===== config.mk =====
export PLATFORM = sky130hd
export DESIGN_NAME = vending_fsm_param
export DESIGN_NICKNAME = d
export VERILOG_FILES = /design/src/rtl/vending_pkg.sv /design/src/rtl/vending_payout.sv /design/src/rtl/vending_fsm_param.sv
export SDC_FILE = /design/constraint.sdc
export NUM_CORES = 1
export LEC_CHECK = 0
export CORE_MARGIN = 2
export CORE_UTILIZATION = 52
export CTS_CLUSTER_SIZE = 24
export DETAILED_ROUTE_END_ITERATION = 8
export HOLD_SLACK_MARGIN = 0.03
export PLACE_DENSITY = 0.79
export SYNTH_ARGS = -nofsm -noshare
export SYNTH_HDL_FRONTEND = slang
export SYNTH_SLANG_ARGS = --single-unit
export TNS_END_PERCENT = 50

===== constraint.sdc =====
create_clock -name clk -period 3.01 [get_ports clk]
set_clock_uncertainty 0.15 [all_clocks]
set_input_delay 0.4515 -clock clk [delete_from_list [all_inputs] [get_ports clk]]
set_output_delay 0.4515 -clock clk [all_outputs]
set_load 0.03 [all_outputs]

===== src/rtl/vending_pkg.sv =====
// ---------------------------------------------------------------------------
// vending_pkg
// Shared definitions for the parametrised vending controller.
//   state_t       : controller states (IDLE, CREDIT, PAYOUT)
//   COIN1/2/5     : token values in cents
//   credit_width  : width needed to hold the largest credit (price + 4)
// ---------------------------------------------------------------------------
package vending_pkg;

    typedef enum logic [1:0] {
        IDLE   = 2'd0,
        CREDIT = 2'd1,
        PAYOUT = 2'd2
    } state_t;

    localparam int COIN1 = 1;
    localparam int COIN2 = 2;
    localparam int COIN5 = 5;

    // Largest credit ever held is price-1 plus a 5-cent token, so price+4.
    // $clog2(price+5) bits covers values 0..price+4.
    function automatic int credit_width(input int price);
        return $clog2(price + 5);
    endfunction

endpackage


===== src/rtl/vending_payout.sv =====
// ---------------------------------------------------------------------------
// vending_payout
// Loadable down-counter that emits one 1-cent payout pulse per cycle until
// the loaded amount has been paid.
// Ports:
//   clk, reset_n : clock, asynchronous active-low reset
//   load         : capture amount as the new remainder
//   amount       : cents to pay out
//   busy         : payout in progress (registered)
//   pulse        : pay one cent this cycle (registered)
//   remaining    : cents still to be counted down; the controller uses it
//                  to leave its payout state on the final cent
// ---------------------------------------------------------------------------
module vending_payout #(
    parameter int W = 4
) (
    input  logic         clk,
    input  logic         reset_n,
    input  logic         load,
    input  logic [W-1:0] amount,
    output logic         busy,
    output logic         pulse,
    output logic [W-1:0] remaining
);

    logic [W-1:0] rem_q, rem_d;
    logic         pulse_q, pulse_d;
    logic         busy_q, busy_d;

    // A cent is paid for every cycle the remainder is non-zero; the pulse is
    // registered, so it trails the remainder by one cycle.
    always_comb begin
        rem_d   = rem_q;
        pulse_d = 1'b0;
        busy_d  = 1'b0;
        if (load) begin
            rem_d = amount;
        end else if (rem_q != '0) begin
            rem_d   = rem_q - W'(1);
            pulse_d = 1'b1;
            busy_d  = 1'b1;
        end
    end

    always_ff @(posedge clk or negedge reset_n) begin
        if (!reset_n) begin
            rem_q   <= '0;
            pulse_q <= 1'b0;
            busy_q  <= 1'b0;
        end else begin
            rem_q   <= rem_d;
            pulse_q <= pulse_d;
            busy_q  <= busy_d;
        end
    end

    assign busy      = busy_q;
    assign pulse     = pulse_q;
    assign remaining = rem_q;

endmodule


===== src/rtl/vending_fsm_param.sv =====
// ---------------------------------------------------------------------------
// vending_fsm_param
// Parametrised vending controller: accepts 1/2/5-cent tokens, vends when the
// credit reaches PRICE, pays change (or a cancelled credit) back as a stream
// of 1-cent pulses, flags rejected tokens and counts vends (saturating).
// Ports:
//   clk, reset_n      : clock, asynchronous active-low reset
//   one, two, five    : token inputs, one-cycle pulses from the acceptor
//   cancel            : refund request for the current credit
//   d                 : dispense pulse
//   refund            : refund-start pulse
//   r                 : change/refund amount, held until the next vend/refund
//   chg_pulse         : pay one cent this cycle
//   busy              : payout in progress
//   coin_rej          : a token was rejected last cycle
//   credit            : current accumulated credit
//   vend_cnt          : saturating vend counter
// ---------------------------------------------------------------------------
module vending_fsm_param
    import vending_pkg::*;
#(
    parameter  int PRICE    = 5,
    parameter  int CNT_W    = 8,
    localparam int CREDIT_W = credit_width(PRICE)
) (
    input  logic                clk,
    input  logic                reset_n,
    input  logic                one,
    input  logic                two,
    input  logic                five,
    input  logic                cancel,
    output logic                d,
    output logic                refund,
    output logic [CREDIT_W-1:0] r,
    output logic                chg_pulse,
    output logic                busy,
    output logic                coin_rej,
    output logic [CREDIT_W-1:0] credit,
    output logic [CNT_W-1:0]    vend_cnt
);

    if (PRICE < 1 || PRICE > 250) begin : g_price_check
        $error("vending_fsm_param: PRICE must be in the range 1..250");
    end

    localparam logic [CREDIT_W:0] PRICE_V = (CREDIT_W + 1)'(PRICE);

    state_t                state_q, state_d;
    logic [CREDIT_W-1:0]   credit_q, credit_d;
    logic [CREDIT_W-1:0]   r_q, r_d;
    logic                  d_q, d_d;
    logic                  refund_q, refund_d;
    logic                  coin_rej_q, coin_rej_d;
    logic [CNT_W-1:0]      vend_cnt_q, vend_cnt_d;

    logic                  coin_valid;
    logic                  coin_multi;
    logic [CREDIT_W:0]     coin_value;
    logic [CREDIT_W:0]     sum;
    logic [CREDIT_W-1:0]   change;

    logic                  pay_load;
    logic [CREDIT_W-1:0]   pay_amount;
    logic [CREDIT_W-1:0]   pay_remaining;

    // Token selection: one beats two beats five. Any additional asserted
    // token is the one the acceptor has to hand back.
    always_comb begin
        coin_valid = one | two | five;
        coin_multi = (one & two) | (one & five) | (two & five);
        if (one) begin
            coin_value = (CREDIT_W + 1)'(COIN1);
        end else if (two) begin
            coin_value = (CREDIT_W + 1)'(COIN2);
        end else if (five) begin
            coin_value = (CREDIT_W + 1)'(COIN5);
        end else begin
            coin_value = '0;
        end
    end

    // The extra sum bit guarantees credit + 5 never wraps before comparison.
    assign sum    = {1'b0, credit_q} + coin_value;
    assign change = CREDIT_W'(sum - PRICE_V);

    // Next-state logic. During payout every token is bounced; the state is
    // left on the final cent so the remainder reaches zero on the same edge.
    always_comb begin
        state_d    = state_q;
        credit_d   = credit_q;
        r_d        = r_q;
        d_d        = 1'b0;
        refund_d   = 1'b0;
        coin_rej_d = 1'b0;
        vend_cnt_d = vend_cnt_q;
        pay_load   = 1'b0;
        pay_amount = '0;

        case (state_q)
            IDLE, CREDIT: begin
                if (state_q == CREDIT && cancel) begin
                    // Cancel takes priority; a coin arriving with it is bounced.
                    refund_d   = 1'b1;
                    r_d        = credit_q;
                    credit_d   = '0;
                    pay_load   = 1'b1;
                    pay_amount = credit_q;
                    coin_rej_d = coin_valid;
                    state_d    = PAYOUT;
                end else if (coin_valid) begin
                    coin_rej_d = coin_multi;
                    if (sum < PRICE_V) begin
                        credit_d = CREDIT_W'(sum);
                        state_d  = CREDIT;
                    end else begin
                        d_d      = 1'b1;
                        r_d      = change;
                        credit_d = '0;
                        if (vend_cnt_q != {CNT_W{1'b1}}) begin
                            vend_cnt_d = vend_cnt_q + CNT_W'(1);
                        end
                        if (change != '0) begin
                            pay_load   = 1'b1;
                            pay_amount = change;
                            state_d    = PAYOUT;
                        end else begin
                            state_d = IDLE;
                        end
                    end
                end
            end
            PAYOUT: begin
                coin_rej_d = coin_valid;
                if (pay_remaining <= CREDIT_W'(1)) begin
                    state_d = IDLE;
                end
            end
            default: begin
                state_d = IDLE;
            end
        endcase
    end

    // All controller state and outputs are registered here.
    always_ff @(posedge clk or negedge reset_n) begin
        if (!reset_n) begin
            state_q    <= IDLE;
            credit_q   <= '0;
            r_q        <= '0;
            d_q        <= 1'b0;
            refund_q   <= 1'b0;
            coin_rej_q <= 1'b0;
            vend_cnt_q <= '0;
        end else begin
            state_q    <= state_d;
            credit_q   <= credit_d;
            r_q        <= r_d;
            d_q        <= d_d;
            refund_q   <= refund_d;
            coin_rej_q <= coin_rej_d;
            vend_cnt_q <= vend_cnt_d;
        end
    end

    vending_payout #(
        .W(CREDIT_W)
    ) u_payout (
        .clk       (clk),
        .reset_n   (reset_n),
        .load      (pay_load),
        .amount    (pay_amount),
        .busy      (busy),
        .pulse     (chg_pulse),
        .remaining (pay_remaining)
    );

    assign d        = d_q;
    assign refund   = refund_q;
    assign r        = r_q;
    assign coin_rej = coin_rej_q;
    assign credit   = credit_q;
    assign vend_cnt = vend_cnt_q;

endmodule


### Word level (Yosys, flattened, before mapping)

Cells that the tools add are included.

| storage, ports and cells | value |
|---|---|
| output and inout bits | 21 |
| bits of input ports | 6 |
| logic and storage cells | 79 |
| register bits | 26 |

| cells by class | value |
|---|---|
| order comparisons | 2 |
| multiplexer cells | 38 |
| $add $sub $neg | 4 |
| equal/unequal tests | 6 |
| bitwise gates (word level) | 9 |
| reduce and logical (&&, ||, !) cells | 11 |

Operators by type and width:

| cell | count |
|---|---|
| 2-to-1 mux 4 bit | 13 |
| 2-to-1 mux 1 bit | 15 |
| 2-to-1 mux 2 bit | 5 |
| adder 8 x 1 -> 8 bit, second input constant | 1 |
| inequality test 8 bit, second input constant | 1 |
| nonzero test 4 bit | 2 |
| 2-to-1 mux 3 bit | 2 |
| adder 4 x 5 -> 5 bit | 1 |
| < comparator 5 x 3 -> 1 bit, second input constant | 1 |
| 2-to-1 mux 5 bit | 1 |
| AND reduction 5 bit | 1 |
| <= comparator 4 x 1 -> 1 bit, second input constant | 1 |
| inequality test 2 bit, second input constant | 2 |
| bitwise OR 1 bit | 4 |
| case mux 2 bit (2 select lines) | 1 |
| AND reduction 2 bit | 2 |
| nonzero test 2 bit | 2 |
| subtractor 4 x 1 -> 4 bit, second input constant | 1 |
| subtractor 4 x 3 -> 4 bit, second input constant | 1 |
| AND 1 bit | 3 |
| inequality test 3 bit, second input constant | 1 |
| AND reduction 3 bit | 1 |
| equality test 2 x 1 -> 1 bit, second input constant | 1 |
| equality test 2 bit, second input constant | 1 |
| 5 further kinds | 6 |

### Logic depth before layout (Yosys ltp)

| logic depth | value |
|---|---|
| depth in word-level cells | 12 |
| depth in mapped cells | 11 |
| mapped depth without buffers | 11 |

### Cells and area by module

From an unflattened synthesis, not the netlist that was laid out.

| second synthesis, totals | value |
|---|---|
| cells, all modules | 163 |
| area total of the unflattened synthesis | 1,619.1 sq um |

By module, submodules not included:

| module | cells an instance | seq. area each (sq um) | area each (sq um) | instances |
|---|---|---|---|---|
| vending_fsm_param | 138 | 525.5 | 1,348.8 | 1 |
| vending_payout | 25 | 125.1 | 270.3 | 1 |

### Least setup slack after synthesis

No wires, ideal clock.

| timing path | value |
|---|---|
| path type | input to register |
| start | input two |
| end | register vend_cnt_q[1], in the netlist vend_cnt[1] |
| cell stages on the path | 10 |
| path slack | 217 ps |
| setup time | 125 ps |
| arrival | 2,519 ps |
| cells stage by stage | inv_1 a21o_1 ha_1 fa_1 nor2_1 o21ai_1 nor4_4 nor3_2 o21ai_0 mux2_2 |

| on the way | value |
|---|---|
| word-level cells in the longest chain between the ends | 6 |
| elaborated cells on any way between the ends | 8 |
| classes of those cells | 1 x add/sub; 1 x order compare; 2 x mux; 3 x bitwise; 1 x reduce/logical |

RTL lines:

| item | RTL line | source |
|---|---|---|
| start: declaration | vending_fsm_param.sv:29 | `input logic two,` |
| 2-to-1 mux 3 bit | vending_fsm_param.sv:73 | `end else if (two) begin` |
| 2-to-1 mux 5 bit | vending_fsm_param.sv:71 | `if (one) begin` |
| adder 4 x 5 -> 5 bit | vending_fsm_param.sv:83 | `assign sum = {1'b0, credit_q} + coin_value;` |
| < comparator 5 x 3 -> 1 bit | vending_fsm_param.sv:112 | `if (sum < PRICE_V) begin` |
| inverter 1 bit (no line) | - |  |
| AND reduction 5 bit (no line) (*) | - |  |
| end signal: assignment | vending_fsm_param.sv:161 | `vend_cnt_q <= vend_cnt_d;` |
| end: declaration | vending_fsm_param.sv:54 | `logic [CNT_W-1:0] vend_cnt_q, vend_cnt_d;` |

Mark *: on every way between the ends. The rest lies on a longest branch, timed or not.
A chain may end at the register's enable or synchronous reset.

### Worst setup path after layout

| timing path | value |
|---|---|
| start | register credit_q[0], in the netlist credit[0] |
| end | register vend_cnt_q[7], in the netlist vend_cnt[7] |

| on the way | value |
|---|---|
| word-level cells in the longest chain between the ends | 4 |

RTL lines:

| item | RTL line | source |
|---|---|---|
| start: declaration | vending_fsm_param.sv:49 | `logic [CREDIT_W-1:0] credit_q, credit_d;` |
| start signal: assignment | vending_fsm_param.sv:156 | `credit_q <= credit_d;` |
| adder 4 x 5 -> 5 bit | vending_fsm_param.sv:83 |  |
| < comparator 5 x 3 -> 1 bit | vending_fsm_param.sv:112 |  |
| inverter 1 bit (no line) | - |  |
| AND reduction 5 bit (no line) | - |  |

Every way passes these cells.

==> impl_metrics.py <==
metrics = {
    "run_status": {
        "status": "finished, final reports clean",
    },
    "sta": {
        "whs_ns": 0.3231,
        "setup_slack_ns": 0.1318,
        "post-route-period-util_pct": 95.62,
        "relSlewSlack_pct": 77.85,
        "worst_pin_slew_ns": 0.3287,
        "slew_violations": 0,
        "finalHoldViolCount": 0,
        "finalSetupViolations": 0,
        "finalCriticalPeriod_ns": 2.878,
        "fin_setup_tns_ns": 0,
        "fmax_mhz": 347.4,
        "rsz0062_at_grt": "false",
    },
    "power": {
        "p_int_mw": 1.307,
        "power_frac_clock_pct": 6.2,
        "swShare_pct": 45.15,
        "ir_worst_vdd_uv": 842.0,
        "power.share.sequential_pct": 26.4,
        "p_leak_nw": 0.9680,
        "p_sw_mw": 1.076,
        "power_density_nw_per_um2": 1138,
        "p_total_mw": 2.382,
        "p_comb_share_pct": 67.4,
    },
    "floorplan": {
        "die_w_um": 57.71,
        "core_um2": 2758,
        "design.portCount": 27,
        "start_util_pct": 54.40,
        "die_h_um": 57.71,
        "fp.dieArea_um2": 3330,
        "rows": 19,
    },
    "routing": {
        "drt_iter0_markers": 38,
        "drc": 0,
        "avgViaCountPerCell": 5.670,
        "wire_per_inst_um": 15.18,
        "dr.pass1.iters": 4,
        "ant_nets": 0,
        "drt-total-wl_um": 3536,
        "routed-via-count": 1321,
    },
    "synthesis": {
        "synth_xor_area_share_pct": 5.838,
        "synth_area_um2": 1500,
        "synth_warnings": 0,
        "synthCells": 150,
        "ys_seq_elements": 26,
        "seq_area_frac_synth_pct": 43.37,
        "synth-compound-area-share_pct": 15.35,
        "synth-simple-area-share_pct": 17.85,
        "synth_flop_cell": "dfrtp_1",
        "syn_area_per_cell_um2": 10.00,
        "synthMuxAreaShare_pct": 5.588,
        "syn_nets": 165,
        "synthAdderAreaFrac_pct": 8.674,
        "synth_cell_types": 40,
        "synth_top_family_by_area": "simple AND/OR/NAND/NOR gates",
        "synth_edf_count": 0,
        "async_reset_ff_share_pct": 100.0,
    },
    "critical_path": {
        "end_kind": "register",
        "r2r_slack_ns": 0.13,
        "reg2reg_depth": 10,
        "r2r_start": "credit[0]",
        "critPathKind": "register to register",
        "cp.required_ns": 3.12,
        "critPathArrivalTime_ns": 2.99,
        "path_max_fanout": 4,
        "worstReg2RegEnd": "vend_cnt[7]",
        "worstSetupStartpointType": "register",
    },
    "cells_and_area": {
        "fin_nets": 219,
        "stdcell_area_um2": 2093,
        "fill_cells": 189,
        "drive_above_1_share_pct": 24.26,
        "stdcell_count": 233,
        "finish.utilization_pct": 75.91,
        "syn_to_final_growth_pct": 39.53,
        "final_cell_mix": "dfrtp_1, buf_4, clkdlybuf4s50_1",
        "antenna_cells": 0,
    },
    "cts": {
        "insertion_delay_ns": 0.32,
        "ctsHtreeMaxLevel": 1,
        "ctsRootBufferMaster": "clkbuf_4",
        "cts_tree": "built",
        "cts_made_buffers": 3,
        "cts_sinks": 26,
        "max-clock-path-buffers": 2,
        "clkTransAtPathRegs_ns": 0.13,
    },
    "place": {
        "place_ws_ns": -0.3994,
        "dp_cells": 225,
        "gp_congestion": 0.9543,
        "place_area_um2": 1941,
        "io_buffers": 26,
        "hpwl_um": 2602,
    },
    "global_routing": {
        "use_met3_pct": 2.455,
        "busiest_layer": "met2",
        "grtUsageTotal_pct": 22.53,
        "antenna_found_initial": 0,
        "met1_usage_pct": 27.72,
        "grt_pass1_vias": 1304,
        "gr-total-overflow": 0,
        "use_met2_pct": 38.64,
        "grt_max_degree": 27,
        "grt_pass1_wl_um": 5782,
    },
    "run": {
        "cap_violations": 0,
    },
    "worst_hold_path": {
        "hp-class": "primary input to asynchronous set/reset pin",
    },
}
-- synth_stat cells (all sizes together), types with 3 or more instances --
cell type,count,area (um^2)
dfrtp,26,650.6
nand2,16,60.06
o21ai,11,58.80
inv,9,33.78
nor2,9,33.78
a21oi,8,51.30
ha,8,100.1
xnor2,8,70.07
nand2b,6,37.54
mux2i,5,50.05
a21o,4,30.03
and3,3,18.77
mux2,3,33.78
nor3,3,20.02
-- routing by layer --
layer  wire (um)  up-vias
li1            -      631
met1        1551      652
met2        1786       27
met3          94       11
met4         105        0
met5           0        -
-- state kept, by name, indices dropped and copies added, names as in the netlist --
register,cells
vend_cnt,8
credit,4
r,4
u_payout.remaining,4
state_q,2
coin_rej,1
d,1
refund,1
u_payout.busy,1
-- area by class of cell --
| class | count | area, um^2 | share of cell area [%] |
|---|---|---|---|
| Inverter | 9 | 33.78 | 1.614 |
| Timing Repair Buffer | 52 | 462.9 | 22.12 |
| Sequential cell | 26 | 650.6 | 31.08 |
| Tap cell | 31 | 38.79 | 1.853 |
| Multi-Input combinational cell | 112 | 884.6 | 42.26 |
| Clock buffer | 3 | 22.52 | 1.076 |
-- worst max-delay path by stage --
stage	start	end	slack, ns	cells after the start
after floorplan	two	vend_cnt[1]	0.22	10
after global placement	two	vend_cnt[1]	-0.27	11
after detailed placement	two	vend_cnt[1]	-0.40	11
after CTS	two	vend_cnt[0]	0.02	14
after global routing	credit[0]	u_payout.remaining[3]	0.06	10
final	credit[0]	vend_cnt[7]	0.13	10
-- logic make-up after synthesis --
kind of cell / after synthesis
simple gates: 50
compound gates: 34
flops: 26
buf+inv: 12
xor+xnor: 10
fa+ha+maj: 10
mux: 8
-- power by group through the flow --
stage,Combinational [mW],Sequential (mW),Clock (mW)
after floorplan,0.678,0.812,0
after global placement,1.36,0.623,0
after detailed placement,1.41,0.634,0
after CTS,1.51,0.628,0.150
after global routing,1.73,0.653,0.164
final,1.61,0.629,0.147
-- what timing repair did --
action,4_1_cts,5_1_grt
gates cloned,0,0
resized for setup,9,13
hold buffers,0,0
setup buffers,3,2
endpoints found under the setup margin,4,18
pin swaps,3,7
-- worst max-delay path, stage by stage (launching register included) --
cell and delay [ns]:
dfrtp_1 0.48, ha_4 0.20, fa_2 0.61, nor2_4 0.06, buf_4 0.14, o22ai_4 0.11
nor4_4 0.07, buf_4 0.16, or4_4 0.56, nor2_4 0.12, xor2_1 0.15
Power figures use the tool's default switching activity.
